<file path="src/rtl/alu_seq_ctrl.sv">
// alu_seq_ctrl
//
// Issue/capture stage wrapped around an external combinational ALU.
// A command (opcode + two operands) is accepted over a valid/ready
// handshake and registered onto the ALU inputs. After SETTLE extra
// cycles the ALU result and flags are captured into a response register
// that is offered downstream over valid/ready. A completed-operation
// counter and a sticky overflow flag are kept alongside.
//
// Ports:
//   clk, reset           rising-edge clock, asynchronous active-low reset
//   cmd_valid/cmd_ready  command handshake; cmd_ready is high only in IDLE
//   cmd_opcode/a/b       command fields, sampled only on acceptance
//   alu_a/b/opcode       registered operands and opcode driving the ALU
//   alu_result/flags     combinational ALU outputs (carry, overflow, zero)
//   rsp_valid/rsp_ready  response handshake; rsp_valid is high only in RESP
//   rsp_result/flags     captured ALU result and flags
//   op_count             number of consumed responses, wraps modulo 2^NUMBITS
//   ovf_sticky           set by any captured overflow
//   clr_sticky           synchronous clear of ovf_sticky (a new set wins)

module alu_seq_ctrl #(
   parameter int NUMBITS = 16,
   parameter int SETTLE  = 0
) (
   input  logic               clk,
   input  logic               reset,
   input  logic               cmd_valid,
   output logic               cmd_ready,
   input  logic [2:0]         cmd_opcode,
   input  logic [NUMBITS-1:0] cmd_a,
   input  logic [NUMBITS-1:0] cmd_b,
   output logic [NUMBITS-1:0] alu_a,
   output logic [NUMBITS-1:0] alu_b,
   output logic [2:0]         alu_opcode,
   input  logic [NUMBITS-1:0] alu_result,
   input  logic               alu_carryout,
   input  logic               alu_overflow,
   input  logic               alu_zero,
   output logic               rsp_valid,
   input  logic               rsp_ready,
   output logic [NUMBITS-1:0] rsp_result,
   output logic               rsp_carryout,
   output logic               rsp_overflow,
   output logic               rsp_zero,
   output logic [NUMBITS-1:0] op_count,
   output logic               ovf_sticky,
   input  logic               clr_sticky
);

   localparam logic [1:0] IDLE = 2'd0;
   localparam logic [1:0] EXEC = 2'd1;
   localparam logic [1:0] RESP = 2'd2;

   localparam logic [3:0] SETTLE_CNT = 4'(SETTLE);

   logic [1:0]         state_q, state_d;
   logic [3:0]         settle_q, settle_d;
   logic [NUMBITS-1:0] aluA_q, aluA_d;
   logic [NUMBITS-1:0] aluB_q, aluB_d;
   logic [2:0]         aluOp_q, aluOp_d;
   logic [NUMBITS-1:0] rspResult_q, rspResult_d;
   logic               rspCarry_q, rspCarry_d;
   logic               rspOvf_q, rspOvf_d;
   logic               rspZero_q, rspZero_d;
   logic [NUMBITS-1:0] opCount_q, opCount_d;
   logic               sticky_q, sticky_d;
   logic               capture;

   // Next-state logic. Command fields are only looked at when cmd_valid
   // is high in IDLE, so junk on an idle bus never reaches a register.
   always_comb begin
      state_d     = state_q;
      settle_d    = settle_q;
      aluA_d      = aluA_q;
      aluB_d      = aluB_q;
      aluOp_d     = aluOp_q;
      rspResult_d = rspResult_q;
      rspCarry_d  = rspCarry_q;
      rspOvf_d    = rspOvf_q;
      rspZero_d   = rspZero_q;
      opCount_d   = opCount_q;
      capture     = 1'b0;

      case (state_q)
         IDLE: begin
            if (cmd_valid) begin
               aluA_d   = cmd_a;
               aluB_d   = cmd_b;
               aluOp_d  = cmd_opcode;
               settle_d = SETTLE_CNT;
               state_d  = EXEC;
            end
         end
         EXEC: begin
            if (settle_q == 4'd0) begin
               capture     = 1'b1;
               rspResult_d = alu_result;
               rspCarry_d  = alu_carryout;
               rspOvf_d    = alu_overflow;
               rspZero_d   = alu_zero;
               state_d     = RESP;
            end else begin
               settle_d = settle_q - 4'd1;
            end
         end
         RESP: begin
            if (rsp_ready) begin
               opCount_d = opCount_q + NUMBITS'(1);
               state_d   = IDLE;
            end
         end
         default: state_d = IDLE;
      endcase

      // Clear first so that an overflow captured on the same edge wins.
      sticky_d = sticky_q;
      if (clr_sticky) begin
         sticky_d = 1'b0;
      end
      if (capture && alu_overflow) begin
         sticky_d = 1'b1;
      end
   end

   // Reset throws away any in-flight command along with all held state.
   always_ff @(posedge clk or negedge reset) begin
      if (!reset) begin
         state_q     <= IDLE;
         settle_q    <= 4'd0;
         aluA_q      <= '0;
         aluB_q      <= '0;
         aluOp_q     <= 3'd0;
         rspResult_q <= '0;
         rspCarry_q  <= 1'b0;
         rspOvf_q    <= 1'b0;
         rspZero_q   <= 1'b0;
         opCount_q   <= '0;
         sticky_q    <= 1'b0;
      end else begin
         state_q     <= state_d;
         settle_q    <= settle_d;
         aluA_q      <= aluA_d;
         aluB_q      <= aluB_d;
         aluOp_q     <= aluOp_d;
         rspResult_q <= rspResult_d;
         rspCarry_q  <= rspCarry_d;
         rspOvf_q    <= rspOvf_d;
         rspZero_q   <= rspZero_d;
         opCount_q   <= opCount_d;
         sticky_q    <= sticky_d;
      end
   end

   assign cmd_ready    = (state_q == IDLE);
   assign rsp_valid    = (state_q == RESP);
   assign alu_a        = aluA_q;
   assign alu_b        = aluB_q;
   assign alu_opcode   = aluOp_q;
   assign rsp_result   = rspResult_q;
   assign rsp_carryout = rspCarry_q;
   assign rsp_overflow = rspOvf_q;
   assign rsp_zero     = rspZero_q;
   assign op_count     = opCount_q;
   assign ovf_sticky   = sticky_q;

endmodule

</file>
<file path="config.mk">
export PLATFORM = sky130hd
export DESIGN_NAME = alu_seq_ctrl
export DESIGN_NICKNAME = d
export VERILOG_FILES = /design/src/rtl/alu_seq_ctrl.sv
export SDC_FILE = /design/constraint.sdc
export NUM_CORES = 1
export LEC_CHECK = 0
export ABC_CLOCK_PERIOD_IN_PS = 1500
export BUFFER_PORTS_ARGS = -buffer_cell sky130_fd_sc_hd__buf_2
export CORE_ASPECT_RATIO = 2
export CORE_MARGIN = 5
export CORE_UTILIZATION = 40
export DETAILED_ROUTE_END_ITERATION = 8
export GPL_TIMING_DRIVEN = 0
export PLACE_DENSITY = 0.76
export SYNTH_ARGS = -nofsm -noshare
export SYNTH_HDL_FRONTEND = slang
export SYNTH_SLANG_ARGS = --single-unit
export TNS_END_PERCENT = 10
</file>
<file path="constraint.sdc">
create_clock -name clk -period 1.5 [get_ports clk]
set_input_delay 0.3 -clock clk [delete_from_list [all_inputs] [get_ports clk]]
set_output_delay 0.3 -clock clk [all_outputs]
set_load 0.05 [all_outputs]
</file>
==> flow_metrics.tcl <==
set metrics [dict create \
    status "finished clean" \
    drt_wl_total_mm 7.07 \
    cts_sinks 77 \
    p_sw_mw 5.53 \
    ys_warn_count 0 \
    reg2reg_slack_ps 30 \
    syn_area_per_cell_um2 14.4 \
    total_leakage_power_nw 2.21 \
    p_int_mw 6.52 \
    start_util 0.406 \
    period_share 0.987 \
    grt_pass1_vias 2393 \
    seq_area_frac_synth 0.630 \
    viasPerCell 4.75 \
    rsz0062_at_grt "yes" \
    postSynthCellCount 213 \
    syn-num-nets 275 \
    nets 430 \
    required_ps 1200 \
    ir_worst_vdd_uv 1480 \
    endpoint_kind "output pin" \
    grt_usage 0.157 \
    drt_iter0_markers 107 \
    worstReg2RegStart "settle_q[1]$_DFFE_PN0P_" \
    final_cells 466 \
    clockBufferDepth 2 \
    clkPwrFrac 0.198 \
    drive_gt1_frac 0.602 \
    place_congestion 0.762 \
    io_pins 132 \
    maxCapViolations 0 \
    grt-ovfl-total 0 \
    area_growth_pct 44.4 \
    wl_per_cell_um 15.2 \
    slew-limit-headroom 0.675 \
    ys_ff_latch 77 \
    reg2reg_depth 6 \
    rows 45 \
    seq_power_share 0.288 \
    fin_setup_tns_ps 0 \
    cp_max_fo 8 \
    io_buffers 131 \
    p_per_area_nw_per_um2 2730 \
    rr_endpoint "settle_q[2]$_DFFE_PN0P_" \
    grt_max_degree 42 \
    finalPower_mw 12.1 \
    max_slew.worst_pin.slew_ps 487 \
    die_h_um 134 \
    hold_start "clr_sticky" \
    grt_antenna_before_repair 0 \
    hold_viol 0 \
    h-tree-depth 3 \
    clkTransAtPathRegs_ps 50 \
    cts_buffers 9 \
    min_path_type "in2reg" \
    cts_tree "built" \
    insertion_delay_ps 330 \
    die_area_um2 9610 \
    dp_cells 439 \
    coreArea_um2 7540 \
    antenna_cells 0 \
    combPwrFrac 0.514 \
    setup_viol 0 \
    critPathKind "reg2out" \
    vias 2214 \
    detailed_place_hpwl_mm 5.36 \
    synthTopCellsByArea "dfrtp_1, mux2_2, mux2_1" \
    slew_viol_final 0 \
    synth_cell_types 29 \
    dr.pass1.iters 4 \
    fp.dieW_um 71.9 \
    route.detailed.drc 0 \
    synth_area_um2 3060 \
    synth_area_leader_cell "dfrtp_1" \
    cp_data_arrival_time_ps 1180 \
    ant_nets 0 \
    worst_clock_skew_ps 5.07 \
    worstHoldEndpoint "ovf_sticky$_DFFE_PN0P_" \
    grt_pass1_wl_mm 11.4 \
    root_buffer "clkbuf_16" \
    synth_top_area_frac 0.630 \
    min_path_cells 2 \
    max_freq_ghz 0.675 \
    swShare 0.459 \
    worstSetupStartpointType "register" \
    fin_crit_ps 1480 \
]
-- cells by family after synthesis --
kind of cell,synth area share
DFF,0.630
muxes,0.195
and+or+nand+nor,0.0855
xor gates and xnor gates,0.0486
buffers and inverters,0.0155
AOI/OAI and AO/OA,0.0135
adders and majority gates,0.0123
-- cells in the mapped netlist --
| cell | n |
|---|---|
| nor4_4 | 1 |
| nor2_1 | 7 |
| nand4_1 | 1 |
| xnor2_1 | 12 |
| or3b_2 | 1 |
| buf_2 | 5 |
| or3_1 | 1 |
| inv_1 | 6 |
| nand2_1 | 14 |
| ha_1 | 3 |
| or2_2 | 1 |
| o22ai_1 | 1 |
| and3_1 | 2 |
| o31ai_1 | 1 |
| nor4_1 | 1 |
| mux2_2 | 35 |
| nand3_2 | 1 |
| xor2_1 | 5 |
| and2b_1 | 1 |
| nand3_1 | 8 |
| o211ai_1 | 1 |
| nand3b_4 | 1 |
| nor2_4 | 1 |
| nor3_1 | 1 |
| mux2_1 | 18 |
| o21ai_0 | 4 |
| nand2b_1 | 2 |
| dfrtp_1 | 77 |
| and3b_1 | 1 |
-- critical path, cell delays in order (launching register included) --
cell and delay (ps):
dfrtp_2 460, nand2b_1 170, inv_1 70, buf_6 150
-- flip-flops by register name, summed over array words and instances (netlist names) --
name	count
alu_opcode	3
op_count	16
rsp_overflow	1
alu_b	16
rsp_carryout	1
rsp_zero	1
rsp_result	16
settle_q	4
ovf_sticky	1
state_q	2
alu_a	16
-- metrics by stage --
stage | hold slack [ps] | utilization | area [µm²] | worst slack, ps
floorplan | 4.41 | - | 3080 | -43.0
global placement | 459 | 0.510 | 3850 | -459
detailed placement | 288 | 0.513 | 3870 | -278
CTS | 154 | 0.571 | 4310 | -28.9
global route | 167 | 0.586 | 4420 | -38.1
finish | 171 | 0.586 | 4420 | 19.4
-- what timing repair did --
action                                 CTS  global route
endpoints found under the hold margin   36             0
gates cloned                             1             0
setup endpoints to repair               55            60
pin swaps                                2             6
resized for setup                       19            15
hold buffers                             1             0
buffers inserted                         4             6
-- layer usage --
metal	track usage	routed length, µm
met5	0	0
met4	0.0879	254
met3	0.0385	336
met2	0.290	4190
met1	0.152	2300
-- placed cells by master (no fill, tap or decap), types with 5 or more instances in the layout --
cell type  instances
buf_2            129
dfrtp_1           66
mux2_2            34
mux2_1            18
nand2_1           13
xnor2_1           12
dfrtp_2           11
clkbuf_16          9
buf_4              9
nor2_1             7
nand3_1            6
buf_6              5
xor2_1             5
-- worst max-delay path by stage --
stage	from	to	slack [ps]	depth (start not counted)
floorplan	state_q[1]$_DFFE_PN0P_	alu_a[0]$_DFFE_PN0P_	-40	4
global placement	reset	op_count[0]$_DFFE_PN0P_	-460	1
detailed placement	state_q[1]$_DFFE_PN0P_	alu_a[14]$_DFFE_PN0P_	-280	4
CTS	state_q[1]$_DFFE_PN0P_	alu_opcode[2]$_DFFE_PN0P_	-30	5
global route	state_q[1]$_DFFE_PN0P_	alu_b[13]$_DFFE_PN0P_	-40	5
finish	state_q[0]$_DFFE_PN0P_	rsp_valid	20	3
-- cell type report --
| type | instances | area (µm²) |
|---|---|---|
| Buffer | 5 | 63.8 |
| Clock buffer | 10 | 229 |
| Clock inverter | 5 | 100 |
| Fill cell | 640 | 3130 |
| Inverter | 6 | 22.5 |
| Multi-Input combinational cell | 125 | 1150 |
| Sequential cell | 77 | 1940 |
| Tap cell | 94 | 118 |
| Timing Repair Buffer | 144 | 793 |
-- power by group through the flow --
stage | sequential, mW | clock, mW | combinational [mW]
3_3_place_gp | 3.44 | 0 | 5.66
5_1_grt | 3.60 | 2.55 | 6.53
2_1_floorplan | 6.30 | 0 | 1.55
4_1_cts | 3.49 | 2.45 | 6.02
3_5_place_dp | 3.50 | 0 | 5.77
6_report | 3.47 | 2.39 | 6.20
Power figures use the tool's default switching activity.
